$ cat config.mk
export PLATFORM = sky130hd
export DESIGN_NAME = race_game_ctrl
export DESIGN_NICKNAME = d
export VERILOG_FILES = /design/src/rtl/race_game_ctrl.sv
export SDC_FILE = /design/constraint.sdc
export NUM_CORES = 1
export LEC_CHECK = 0
export BUFFER_PORTS_ARGS = -buffer_cell sky130_fd_sc_hd__clkbuf_2
export CORE_MARGIN = 8
export CORE_UTILIZATION = 54
export CTS_BUF_LIST = sky130_fd_sc_hd__clkbuf_8 sky130_fd_sc_hd__clkbuf_16
export DETAILED_ROUTE_END_ITERATION = 10
export PLACE_DENSITY = 0.77
export RECOVER_POWER = 100
export SLEW_MARGIN = 10
export SYNTH_ARGS = -nofsm -noshare
export SYNTH_HDL_FRONTEND = slang
export SYNTH_SLANG_ARGS = --single-unit
$ cat constraint.sdc
create_clock -name clk -period 6.1 [get_ports clk]
set_input_delay 0.305 -clock clk [delete_from_list [all_inputs] [get_ports clk]]
set_output_delay 0.305 -clock clk [all_outputs]
set_load 0.1 [all_outputs]
$ cat src/rtl/race_game_ctrl.sv
// Frame-synchronous game sequencer for the racing display.
// Owns the car and obstacle positions, advances them once per frame,
// respawns obstacles into LFSR-chosen lanes, detects collisions, and
// keeps score and speed. All outputs come straight from registers.
module race_game_ctrl #(
  parameter int CAR_STEP     = 4,
  parameter int CAR_V        = 400,
  parameter int SPEED_INIT   = 2,
  parameter int SPEED_MAX    = 8,
  parameter int CRASH_FRAMES = 120
) (
  input  logic       clk,
  input  logic       reset,
  input  logic       frame_tick,
  input  logic       start,
  input  logic       btn_left,
  input  logic       btn_right,
  input  logic [9:0] lfsr,
  output logic [9:0] carro_h_pos,
  output logic [8:0] carro_v_pos,
  output logic [9:0] obs1_h_pos,
  output logic [9:0] obs2_h_pos,
  output logic [8:0] obs1_v_pos,
  output logic [8:0] obs2_v_pos,
  output logic [7:0] score,
  output logic       game_over
);

  localparam logic [9:0]  LANE0      = 10'd159;
  localparam logic [9:0]  LANE1      = 10'd295;
  localparam logic [9:0]  LANE2      = 10'd431;
  localparam logic [9:0]  CAR_MIN    = 10'd120;
  localparam logic [9:0]  CAR_MAX    = 10'd470;
  localparam logic [9:0]  CAR_HOME   = 10'd295;
  localparam logic [9:0]  OBS_BOTTOM = 10'd480;
  localparam logic [8:0]  OBS2_HOME  = 9'd240;
  localparam logic [9:0]  STEP       = 10'(CAR_STEP);
  localparam logic [8:0]  CAR_TOP    = 9'(CAR_V);
  localparam logic [3:0]  SPD_INIT   = 4'(SPEED_INIT);
  localparam logic [5:0]  SPD_MAX6   = 6'(SPEED_MAX);
  localparam logic [6:0]  CRASH_LAST = 7'(CRASH_FRAMES - 1);
  localparam logic [10:0] SIZE       = 11'd50;

  typedef enum logic [1:0] {IDLE = 2'd0, RUN = 2'd1, CRASH = 2'd2} state_t;

  state_t      state_reg, state_next;
  logic [9:0]  car_h_reg, car_h_next;
  logic [9:0]  obs_h_reg [2];
  logic [9:0]  obs_h_next [2];
  logic [8:0]  obs_v_reg [2];
  logic [8:0]  obs_v_next [2];
  logic [7:0]  score_reg, score_next;
  logic [3:0]  speed_reg, speed_next;
  logic [6:0]  crash_cnt_reg, crash_cnt_next;
  logic        game_over_reg, game_over_next;

  logic [9:0]  obs_sum [2];
  logic [1:0]  respawn;
  logic [1:0]  hit_obs;
  logic [1:0]  lane_raw [2];
  logic [1:0]  lane_sel [2];
  logic        hit;
  logic        crash_done;
  logic [8:0]  score_sum;
  logic [7:0]  score_new;
  logic [5:0]  speed_calc;
  logic [3:0]  speed_new;
  logic [9:0]  car_left, car_right;
  logic        unused_lfsr;

  // Codes 0..2 map straight to lanes; code 3 doubles up on the middle lane.
  function automatic logic [1:0] lane_idx(input logic [1:0] code);
    return (code == 2'd3) ? 2'd1 : code;
  endfunction

  function automatic logic [9:0] lane_col(input logic [1:0] idx);
    case (idx)
      2'd0:    return LANE0;
      2'd1:    return LANE1;
      default: return LANE2;
    endcase
  endfunction

  // 50x50 box overlap, widened to 11 bits so the +50 edges never wrap.
  function automatic logic overlap(input logic [9:0] o_h, input logic [8:0] o_v,
                                   input logic [9:0] c_h);
    logic [10:0] oh, ov, ch, cv;
    oh = {1'b0, o_h};
    ov = {2'b0, o_v};
    ch = {1'b0, c_h};
    cv = {2'b0, CAR_TOP};
    return (oh < ch + SIZE) && (ch < oh + SIZE) && (ov < cv + SIZE) && (cv < ov + SIZE);
  endfunction

  // Per-obstacle fall, respawn and collision terms.
  for (genvar gi = 0; gi < 2; gi++) begin : g_obs
    assign obs_sum[gi]  = {1'b0, obs_v_reg[gi]} + {6'd0, speed_reg};
    assign respawn[gi]  = (obs_sum[gi] >= OBS_BOTTOM);
    assign hit_obs[gi]  = overlap(obs_h_reg[gi], obs_v_reg[gi], car_h_reg);
    assign lane_raw[gi] = lane_idx(lfsr[2*gi+1 -: 2]);
  end

  // Two simultaneous respawns never share a lane: obs2 moves one lane over.
  assign lane_sel[0] = lane_raw[0];
  assign lane_sel[1] = (respawn[0] && respawn[1] && (lane_raw[0] == lane_raw[1]))
                     ? ((lane_raw[1] == 2'd2) ? 2'd0 : lane_raw[1] + 2'd1)
                     : lane_raw[1];

  assign hit         = |hit_obs;
  assign crash_done  = frame_tick && (crash_cnt_reg == CRASH_LAST);
  assign score_sum   = {1'b0, score_reg} + {8'd0, respawn[0]} + {8'd0, respawn[1]};
  assign score_new   = score_sum[8] ? 8'hFF : score_sum[7:0];
  assign speed_calc  = {2'b0, SPD_INIT} + {1'b0, score_new[7:3]};
  assign speed_new   = (speed_calc > SPD_MAX6) ? SPD_MAX6[3:0] : speed_calc[3:0];
  assign car_left    = (car_h_reg >= CAR_MIN + STEP) ? car_h_reg - STEP : CAR_MIN;
  assign car_right   = (car_h_reg + STEP <= CAR_MAX) ? car_h_reg + STEP : CAR_MAX;
  assign unused_lfsr = ^lfsr[9:4];

  // State and datapath registers; reset restores the idle screen.
  always_ff @(posedge clk) begin
    if (reset) begin
      state_reg     <= IDLE;
      car_h_reg     <= CAR_HOME;
      obs_h_reg[0]  <= LANE0;
      obs_v_reg[0]  <= 9'd0;
      obs_h_reg[1]  <= LANE2;
      obs_v_reg[1]  <= OBS2_HOME;
      score_reg     <= 8'd0;
      speed_reg     <= SPD_INIT;
      crash_cnt_reg <= 7'd0;
      game_over_reg <= 1'b0;
    end else begin
      state_reg     <= state_next;
      car_h_reg     <= car_h_next;
      obs_h_reg     <= obs_h_next;
      obs_v_reg     <= obs_v_next;
      score_reg     <= score_next;
      speed_reg     <= speed_next;
      crash_cnt_reg <= crash_cnt_next;
      game_over_reg <= game_over_next;
    end
  end

  // Next-state: start launches a game, a hit ends it, the crash timer returns to idle.
  always_comb begin
    state_next = state_reg;
    case (state_reg)
      IDLE:    if (start) state_next = RUN;
      RUN:     if (hit) state_next = CRASH;
      CRASH:   if (crash_done) state_next = IDLE;
      default: state_next = IDLE;
    endcase
  end

  // Datapath next values: idle pins home positions, run advances on frame ticks.
  always_comb begin
    car_h_next     = car_h_reg;
    obs_h_next     = obs_h_reg;
    obs_v_next     = obs_v_reg;
    score_next     = score_reg;
    speed_next     = speed_reg;
    crash_cnt_next = crash_cnt_reg;
    if (state_reg == IDLE || (state_reg == CRASH && crash_done)) begin
      car_h_next     = CAR_HOME;
      obs_h_next[0]  = LANE0;
      obs_v_next[0]  = 9'd0;
      obs_h_next[1]  = LANE2;
      obs_v_next[1]  = OBS2_HOME;
      score_next     = 8'd0;
      speed_next     = SPD_INIT;
      crash_cnt_next = 7'd0;
    end else if (state_reg == RUN && frame_tick) begin
      if (btn_left && !btn_right) begin
        car_h_next = car_left;
      end else if (btn_right && !btn_left) begin
        car_h_next = car_right;
      end
      for (int i = 0; i < 2; i++) begin
        if (respawn[i]) begin
          obs_v_next[i] = 9'd0;
          obs_h_next[i] = lane_col(lane_sel[i]);
        end else begin
          obs_v_next[i] = obs_sum[i][8:0];
        end
      end
      score_next = score_new;
      speed_next = speed_new;
    end else if (state_reg == CRASH && frame_tick) begin
      crash_cnt_next = crash_cnt_reg + 7'd1;
    end
    game_over_next = (state_next == CRASH);
  end

  assign carro_h_pos = car_h_reg;
  assign carro_v_pos = CAR_TOP;
  assign obs1_h_pos  = obs_h_reg[0];
  assign obs1_v_pos  = obs_v_reg[0];
  assign obs2_h_pos  = obs_h_reg[1];
  assign obs2_v_pos  = obs_v_reg[1];
  assign score       = score_reg;
  assign game_over   = game_over_reg;

endmodule

==> impl_results.md <==
* Final hold violation count at 0
* I/O Buffers at 56
* CP endpoint kind: register
* Synth Warn # at 0
* Share of layout cells above drive strength 1 at 3.99%
* Die area at between 10000 and 15000 sq um
* Synth cell types at 70
* Final setup viols at 0
* Max-cap violations at 0
* Num CTS Buffers at 5
* Area contributors post-synth: dfxtp_1 (23%), ha_1 (11%), a21oi_1 (4.6%), nor2_1 (4.1%), nor3_1 (3.9%)
* WP buf/inv at 3
* CP max stage delay at 0.47 ns
* Yosys top cell area share at 23.4%
* CTS tree: built
* Fin cells at 760
* FF+latch area at 1120 sq um
* Post-Syn Area at 4800 sq um
* GPL Wtd Cong at roughly 0.98
* Crit path depth at 19
* Die height at 110 um
* Post-CTS sizing at 0
* Multi-input gate area at 3290 sq um
* Total wire length at 12.8 mm
* Achievable frequency at slightly below 200 MHz
* Placed Cells incl. Taps at 752
* Post-DP HPWL at between 9 and 10 mm
* Diodes inserted at 0
* Initial antenna violation count at 0
* Power per Cell Area at 141 nW/um^2
* Highest-count cells in the layout ignoring fill and taps: dfxtp_1 (56), nor2_1 (52), clkbuf_1 (47), a21oi_1 (44), ha_1 (41)
* Max reg flops at 10
* Most common cell after layout, fill and taps aside: dfxtp_1
* Fill cell count at ~870
* Leak pwr at approximately 0.0019 uW
* Cells after Synth at 631
* Mapped Avg Cell Area at ~7.6 sq um
* Worst-margin pin slew at approximately 1.2 ns
* Status: finished clean
* Core footprint at 8680 sq um
* Initial drt markers at roughly 320
* Clk buf depth at 2
* FF+latch count, synth at 56
* Crit path cell chain: ha_1, inv_1, fa_1, nand4b_1, a2111oi_4, a211oi_1, nor2_1, inv_1, fa_1, inv_1, ha_1, nand2_1, nor3_1, or3_1, ha_1, o21bai_1, a21boi_0, nor2_1, a221o_1
* Initial Util at 55.3%
* Slowest cell on crit path: nor3_1
* DRT antenna net count at 0
* Top FF cell, synth: dfxtp_1
* Gr usage total at 21.3%
* Worst Skew at 0.00944 ns
* Setup tns final at 0 ns
* EDFF count, synth at 0
* Area growth syn-to-layout at 3.94%
* WP data required at 6.31 ns
* Crit-path max FO at 8
* Num rows at 34
* Hold-fix buffers, CTS at 0
* Largest net degree at the start of global routing at 41
* Crit path launch type: register
* IR drop worst, VDD at ~80 uV
* Synth area leader: dfxtp_1
* Chip Width at 110 um
* Global route total overflow at 0
* Insertion delay to the later sink of the worst-skew pair at 0.31 ns
* Clock-pin slew on the worst setup and hold paths at 0.11 ns
* Tcrit/Tclk final at 83.4%
* HP Class: in2reg
* First-pass GRT wire length at 21.4 mm
* Period minus WS final at 5.09 ns
* Vias in the first global route at 4522
* DR WL/cell at around 17 um
* RSZ-0062 raised after global routing: false
* Post-synth ARST share at 0%
* Slew headroom at 20.4%
* Crit path DAT at between 5 and 6 ns
* Nets at 711
* Remaining DRCs at 0
* DR pass1 iterations at 5
* Top Family by Delay on Critical Path: adder cells
* H-tree depth at 2
* Post CTS Setup Buffer Count at 0
* # clock sinks at 56
* CP Class: reg2reg
* Num ports at between 80 and 90
* Register area share after synthesis at a little under a quarter
* Worst hold stages at 3
* Vias at 4783
* Worst R2R Path Depth at 19
* Clock root cell: clkbuf_8
* Vias per Instance at 6.29
* Slew Limit Fails at 0
layout make-up:
| class | count | share of cell area, % |
|---|---|---|
| Sequential cell | 56 | 22.5 |
| Multi-Input combinational cell | 499 | 65.9 |
| Tap cell | 108 | 2.71 |
| Clock inverter | 3 | 0.401 |
| Inverter | 30 | 2.26 |
| Clock buffer | 5 | 1.38 |
| Timing Repair Buffer | 59 | 4.89 |
layer usage:
layer	part of all wire, %	routed length (um)	global-route usage (%)	vias to the layer above
met5	0	0	0	-
met4	1.2	159	5.80	0
met3	7.2	920	3.20	14
met2	47	6070	36.4	162
met1	44	5630	27.2	2261
li1	-	-	-	2346
cell families after synthesis:
logic type | synth area share (%)
adder cells (fa/ha/maj) | 11.9
other | 0.156
multiplexers | 0.652
buffers and inverters | 9.28
XOR/XNOR | 3.65
AO/OA/AOI/OAI | 25.3
flip-flops | 23.4
AND/OR/NAND/NOR | 25.7
stage by stage:
step / hold WS [ns] / setup WS [ns] / instance area, sq um / power, uW / util (%)
floorplan: 0.458 / 1.02 / 4860 / 495 / -
global placement: 0.474 / 1.41 / 4970 / 503 / 57.3
detailed placement: 0.485 / 1.31 / 4970 / 505 / 57.3
CTS: 0.312 / 1.25 / 5060 / 714 / 58.3
global route: 0.350 / 0.661 / 4990 / 738 / 57.5
finish: 0.320 / 1.01 / 4990 / 706 / 57.5
report_power, final:
group / total (uW) / switching [uW] / internal (uW)
clock network: 208 / 128 / 80.5
registers: 374 / 5.51 / 368
logic: 124 / 104 / 19.7
total: 706 / 237 / 468
synth_stat cells, types with 4 or more instances:
| cell type | count |
|---|---|
| dfxtp_1 | 56 |
| nor2_1 | 52 |
| a21oi_1 | 44 |
| ha_1 | 41 |
| nor3_1 | 37 |
| nand2_1 | 34 |
| o21ai_0 | 34 |
| clkbuf_1 | 33 |
| inv_1 | 29 |
| nand3_1 | 28 |
| buf_4 | 23 |
| a31oi_1 | 15 |
| nand4_1 | 14 |
| xnor2_1 | 12 |
| and3_1 | 9 |
| o211ai_1 | 9 |
| nand2b_1 | 8 |
| o21a_1 | 8 |
| or3_1 | 8 |
| xor2_1 | 8 |
| a41oi_1 | 7 |
| a211o_1 | 6 |
| a21o_1 | 6 |
| nor4_1 | 6 |
| o31ai_1 | 6 |
| a211oi_1 | 5 |
| nor2b_1 | 5 |
| a221o_1 | 4 |
| and4_1 | 4 |
| buf_1 | 4 |
| o2111ai_1 | 4 |
| or4_1 | 4 |
worst register-to-register path: cells and delay by family, from the launching register on:
kind	cells	cell delay (ns)
adders and majority gates	5	1.50
and+or+nand+nor	6	1.45
AOI/OAI and AO/OA	5	1.27
DFF	1	0.42
buffers and inverters	3	0.35
final timing paths:
| kind | to | from | slack (ns) |
|---|---|---|---|
| setup reg to reg | speed_reg[1] | obs2_v_pos[0] | 1.01 |
| hold / removal | obs1_h_pos[7] | lfsr[0] | 0.32 |
| setup / recovery | speed_reg[1] | obs2_v_pos[0] | 1.01 |
| hold reg to reg | crash_cnt_reg[6] | crash_cnt_reg[6] | 0.50 |
(Power assumes the default switching activity.)
